File: src/rtl/vga_sync_gen.sv
// Raster timing generator: pixel-rate enable, x/y scan counters, registered sync/blank decode.
// Optional frame counter enabled by defining VGA_FRAME_CNT_EN.
module vga_sync_gen #(
  parameter int unsigned H_DISPLAY = 640,
  parameter int unsigned H_FRONT   = 16,
  parameter int unsigned H_SYNC    = 96,
  parameter int unsigned H_BACK    = 48,
  parameter int unsigned V_DISPLAY = 480,
  parameter int unsigned V_FRONT   = 10,
  parameter int unsigned V_SYNC    = 2,
  parameter int unsigned V_BACK    = 33,
  parameter int unsigned TICK_DIV  = 4
) (
  input  logic        clk,
  input  logic        rst_n,
  output logic        p_tick,
  output logic [9:0]  x,
  output logic [9:0]  y,
  output logic        video_on,
  output logic        hsync,
  output logic        vsync,
  output logic        frame_start,
  output logic [15:0] frame_cnt
);

  localparam int unsigned H_TOTAL  = H_DISPLAY + H_FRONT + H_SYNC + H_BACK;
  localparam int unsigned V_TOTAL  = V_DISPLAY + V_FRONT + V_SYNC + V_BACK;
  localparam int unsigned HS_START = H_DISPLAY + H_FRONT;
  localparam int unsigned HS_END   = HS_START + H_SYNC - 1;
  localparam int unsigned VS_START = V_DISPLAY + V_FRONT;
  localparam int unsigned VS_END   = VS_START + V_SYNC - 1;
  localparam int unsigned DivW     = (TICK_DIV > 1) ? $clog2(TICK_DIV) : 1;

  if (H_TOTAL > 1024 || V_TOTAL > 1024) begin : g_bad_total
    $fatal(1, "vga_sync_gen: H_TOTAL and V_TOTAL must fit 10-bit counters");
  end
  if (TICK_DIV < 1) begin : g_bad_div
    $fatal(1, "vga_sync_gen: TICK_DIV must be >= 1");
  end

  logic [DivW-1:0] div_q, div_d;
  logic [9:0]      x_d, y_d;
  logic            video_on_d, hsync_d, vsync_d;
  logic            start_d, start_q;

  assign p_tick = (div_q == DivW'(TICK_DIV - 1));

  always_comb begin
    div_d = p_tick ? '0 : div_q + 1'b1;
    x_d   = x;
    y_d   = y;
    if (p_tick) begin
      if (x == 10'(H_TOTAL - 1)) begin
        x_d = '0;
        y_d = (y == 10'(V_TOTAL - 1)) ? '0 : y + 10'd1;
      end else begin
        x_d = x + 10'd1;
      end
    end
    // Decode the pixel about to be loaded so all outputs describe the same pixel.
    video_on_d = (x_d < 10'(H_DISPLAY)) && (y_d < 10'(V_DISPLAY));
    hsync_d    = !((x_d >= 10'(HS_START)) && (x_d <= 10'(HS_END)));
    vsync_d    = !((y_d >= 10'(VS_START)) && (y_d <= 10'(VS_END)));
    start_d    = p_tick && (x_d == '0) && (y_d == '0);
  end

  always_ff @(posedge clk or negedge rst_n) begin
    if (!rst_n) begin
      div_q       <= '0;
      x           <= 10'(H_TOTAL - 1);
      y           <= 10'(V_TOTAL - 1);
      video_on    <= 1'b0;
      hsync       <= 1'b1;
      vsync       <= 1'b1;
      start_q     <= 1'b0;
      frame_start <= 1'b0;
    end else begin
      div_q       <= div_d;
      x           <= x_d;
      y           <= y_d;
      video_on    <= video_on_d;
      hsync       <= hsync_d;
      vsync       <= vsync_d;
      // Pulse lands in the clk after the edge that loads (0,0).
      start_q     <= start_d;
      frame_start <= start_q;
    end
  end

`ifdef VGA_FRAME_CNT_EN
  always_ff @(posedge clk or negedge rst_n) begin
    if (!rst_n) begin
      frame_cnt <= '0;
    end else if (frame_start) begin
      frame_cnt <= frame_cnt + 16'd1;
    end
  end
`else
  assign frame_cnt = '0;
`endif

endmodule

File: config.mk
export PLATFORM = sky130hd
export DESIGN_NAME = vga_sync_gen
export DESIGN_NICKNAME = d
export VERILOG_FILES = /design/src/rtl/vga_sync_gen.sv
export SDC_FILE = /design/constraint.sdc
export NUM_CORES = 1
export LEC_CHECK = 0
export CAP_MARGIN = 20
export CORE_AREA = 4 4 88 90
export CTS_BUF_LIST = sky130_fd_sc_hd__clkbuf_4 sky130_fd_sc_hd__clkbuf_8 sky130_fd_sc_hd__clkbuf_16
export DETAILED_ROUTE_END_ITERATION = 7
export DIE_AREA = 0 0 92 94
export PLACE_DENSITY = 0.49
export SYNTH_ARGS = -nofsm -noshare
export SYNTH_HDL_FRONTEND = slang
export SYNTH_SLANG_ARGS = --single-unit
export TNS_END_PERCENT = 20
File: constraint.sdc
create_clock -name clk -period 4.5 [get_ports clk]
set_input_delay 0.9 -clock clk [delete_from_list [all_inputs] [get_ports clk]]
set_output_delay 0.9 -clock clk [all_outputs]
set_load 0.02 [all_outputs]
Word-level counts from Yosys, hierarchy flattened. Cells that the tools add are included.

Multiplexer cells: 6. Equality and inequality tests: 3. Add/sub/neg operators: 3. Reductions and logical operators: 9. Magnitude comparators: 6.

Operators by type and width (number): $mux W10 (5); $add A10 B1 Y10 const B (2); $eq A10 B10 Y1 const B (2); $logic_not A10 Y1 (2); $ge A10 B10 Y1 const B (1); $ge A10 B9 Y1 const B (1); $le A10 B10 Y1 const B (1); $le A10 B9 Y1 const B (1); $lt A10 B10 Y1 const B (1); $lt A10 B9 Y1 const B (1); $logic_and A1 B1 Y1 (5); $add A2 B1 Y2 const B (1); $eq A2 B2 Y1 const B (1); $logic_not A1 Y1 (2); $mux W2 (1).

Output and inout bits: 41. Logic and storage cells: 35. Bits in registers: 27.

Longest topological paths before layout.
Depth after elaboration: 7. Gate-level depth with buffers: 9. Mapped depth without buffers: 8.

Worst setup path after synthesis. No wires, ideal clock.

Path kind: register to register. Start: register x[2]. End: register vsync. Arrival: 2.811 ns. Setup time: 0.086 ns. Buffers on the path: 1. Setup slack: 1.603 ns. Clock period less this slack: 2.897 ns. Cell stages (with the launch flop): 8. Path through: dfstp_2 -> clkbuf_1 -> nand4_1 -> or4_4 -> nor3_4 -> xnor2_1 -> or4_1 -> a2111o_1.

Longest elaborated chain between the ends: 6.

Ends and longest elaborated chain: from (decl) (line 17) `output logic [9:0] x,`; from (signal assigned) (line 70) `x <= 10'(H_TOTAL - 1);`; $eq A10 B10 Y1 * (line 53) `if (x == 10'(H_TOTAL - 1)) begin`; $mux W10 * (line 53); $mux W10 * (line 52) `if (p_tick) begin`; $ge A10 B9 Y1 / $le A10 B9 Y1 (equally long branches) (line 63) `vsync_d = !((y_d >= 10'(VS_START)) && (y_d <= 10'(VS_END)));`; $logic_and A1 B1 Y1 * (line 63); $logic_not A1 Y1 * (line 63); net vsync_d (line 43) `logic video_on_d, hsync_d, vsync_d;`; to (signal assigned) (line 83) `vsync <= vsync_d;`; to (decl) (line 21) `output logic vsync,`.

The timed path passes the listed nets; every way through them passes the cells marked *.

Worst setup path in the final report.
Start: register div_q[0]. End: register vsync.

Longest elaborated chain between the ends: 5.

Ends and longest elaborated chain: from (decl) (line 41) `logic [DivW-1:0] div_q, div_d;`; from (signal assigned) (line 78) `div_q <= div_d;`; $eq A2 B2 Y1 * (line 46) `assign p_tick = (div_q == DivW'(TICK_DIV - 1));`; $mux W10 * (line 52); $ge A10 B9 Y1 / $le A10 B9 Y1 (equally long branches) (line 63); $logic_and A1 B1 Y1 * (line 63); $logic_not A1 Y1 * (line 63); net vsync_d (line 43).

Marked as above.

==> reports/results.txt <==
Status - completed
Row count - 31
Final worst clock skew - 0.004967 ns
Actual slew at the worst max-slew pin - 0.5931 ns
First drt pass iteration count - 4
Max-Cap Viols - 0
Final WL - 3943 um
Post-synth top area share - 21.87%
Max Root-Sink Buffers - 2
Final cycle utilization of the critical path - 68.08%
Die area - 8648 um2
Cell accounting for the most synthesized area - dfrtp_1
Chip height - 94 um
Area grow syn2layout - 20.55%
Worst flop-to-flop path startpoint - div_q[0]
Nets - 217
Critical Path Start - div_q[0]
Port buffer count - 26
Critical Path RT - 4.71 ns
DRT iter0 DRCs - 75
Max Fanout on Critical Path - 13
RSZ-0062 raised after global routing - false
CTS tree - done
Post-place setup slack - 1.460 ns
Syn_area_per_cell - 9.083 um2
CP max-delay cell - or4_4
CTS clk-pin slew, worst paths - 0.09 ns
Starting density of the core - 24.32%
Most frequent cells in the layout - 26 x clkdlybuf4s50_1, 16 x conb_1, 15 x dfrtp_1
CTS Hold Bufs - 0
ANT cells - 0
Worst-Skew Late Latency - 0.27 ns
Commonest non-fill, non-tap cell in the layout - clkdlybuf4s50_1
Fillers - 765
Congestion Overflow GR - 0
Post-CTS Setup Repair Bufs - 0
Core Area - 7059 um2
Share of the yosys chip area belonging to registers - 40.23%
Cells after synthesis - 189
Remaining DRCs - 0
Asr flop ratio synth - 100.0%
Shortest period the worst path allows - 3.064 ns
Largest stage delay, worst path - 0.69 ns
Hold Vio Cnt, Final - 0
Drt via density - 4.382
Share of layout cells above drive strength 1 - 10.95%
# IOs - 43
Hold path startpoint - start_q
Initial antenna violation count - 0
Antenna Nets Post-Route - 0
Post-route setup TNS - 0 ns
Max frequency - 0.3264 GHz
Worst min path class - flip-flop to flip-flop
Number of synthesis warnings - 0
Number of synthesized flops with an enable pin - 0
DR WL/cell - 12.76 um
Slew margin rel. - 60.16%
WP buf/inv - 0
WP data arrival - 3.27 ns
Setup Crit Path Kind - flip-flop to flip-flop
CP cell instances - ha_1 -> nand4_1 -> or4_4 -> nor3_4 -> xnor2_1 -> or4_1 -> a2111o_1
Design area - 2069 um2
P per Cell Area - 196.4 nW/um2
H-tree depth - 1
Synth Flop Type - dfrtp_1
LEAKAGE - 0.7878 nW
Post-DP HPWL - 3015 um
First-pass GRT wire length - 6617 um
Post-Syn Area - 1717 um2
Vias in the first global route - 1284
Die X - 92 um
Global Route Usage Sum - 9.510%
Final GP Congestion - 0.8093
Critical Path End Type - flip-flop
Dpl cell area - 2006 um2
Slew Viols, Final - 0
Final Setup Violations - 0
IR drop worst, VDD - 0.00008376 V
Worst R2R Setup Slack - 1.44 ns
Via count - 1354
CTS Sinks - 27
Synth unique cells - 50
Final WS setup - 1.436 ns
Top delay family on crit path - simple AND/OR/NAND/NOR gates
Setup crit start kind - flip-flop
Top post-synthesis cells by area - dfrtp_1 22%, dfstp_2 18%, buf_4 7.0%
Num CTS Buffers - 3
Pwr Total - 0.0004065 W
Yosys reg bits - 27
CTS resizes - 0
Pin count of the biggest net entering global routing - 24
Clock root buffer - clkbuf_8
==> layout make-up <==
cell class | count | area, um2 | share of cell area (%)
Clock buffer | 4 | 48.80 | 2.358
Multi-Input combinational cell | 136 | 859.6 | 41.54
Tap cell | 99 | 123.9 | 5.986
Sequential cell | 27 | 690.7 | 33.37
Inverter | 13 | 48.80 | 2.358
Timing Repair Buffer | 30 | 297.8 | 14.39
==> registers in the layout, indices dropped and copies added (netlist names) <==
name and flops:
x 10, y 10, div_q 2, frame_start 1
hsync 1, start_q 1, video_on 1, vsync 1
==> kinds of logic (layout without fill, tap and decap cells) <==
group | count (synthesis) | count (layout) | synth area share (%)
compound gates | 33 | 33 | 13.19
mux | 1 | 1 | 0.5831
fa+ha+maj | 4 | 4 | 2.916
other cells | 1 | 16 | 0.2184
simple gates | 70 | 70 | 23.76
xor+xnor | 12 | 12 | 6.122
flops | 27 | 27 | 40.23
buf+inv | 41 | 47 | 12.97
==> stage by stage <==
stage | std cells | hold slack, ns | utilization [%]
5_1_grt | 309 | 0.3649 | 29.32
6_report | 309 | 0.3561 | 29.32
3_3_place_gp | 304 | 0.3371 | 28.41
4_1_cts | 308 | 0.3588 | 29.10
2_1_floorplan | 204 | 0.3312 | -
3_5_place_dp | 304 | 0.3347 | 28.41
==> power breakdown <==
group	leakage [nW]	internal (W)	switching, W	total (W)
logic	0.437	0.00000304	0.0000169	0.0000200
registers	0.325	0.000243	0	0.000243
clock network	0.0262	0.0000694	0.0000741	0.000143
==> final timing paths <==
kind / endpoint / depth (start not counted)
setup reg to reg: vsync / 7
hold reg to reg: frame_start / 0
max in group asynchronous: x[9] / 3
min in group asynchronous: frame_start / 1
hold / removal: frame_start / 0
setup / recovery: vsync / 7
==> worst reg2reg max path: stages (launching register included) <==
cell and delay [ns]:
dfrtp_1 0.36, ha_1 0.41, nand4_1 0.29, or4_4 0.69, nor3_4 0.25, xnor2_1 0.10, or4_1 0.56, a2111o_1 0.35
==> metal layers <==
metal | track usage (%) | vias to the layer above | routed length, um
li1 | - | 682 | -
met3 | 3.045 | 2 | 264
met5 | 0 | - | 0
met1 | 13.75 | 626 | 1867
met2 | 14.05 | 44 | 1794
met4 | 1.485 | 0 | 17
==> Yosys cell counts, types with 2 or more instances <==
cell       n
o21ai_1    3
or3_1      2
buf_4     16
inv_1     13
nand3_1   11
o22ai_1    2
nor4_1     2
ha_1       4
or4_1      4
and4_1     2
dfrtp_1   15
dfstp_2   12
o21ai_0   10
nor3_1     5
nand4_1    8
o211ai_1   2
clkbuf_1  10
o31ai_1    3
nor2_1     7
xnor2_1    6
nand2b_1   4
a211oi_1   2
xor2_1     6
nand2_1   14
(Power assumes the default switching activity.)
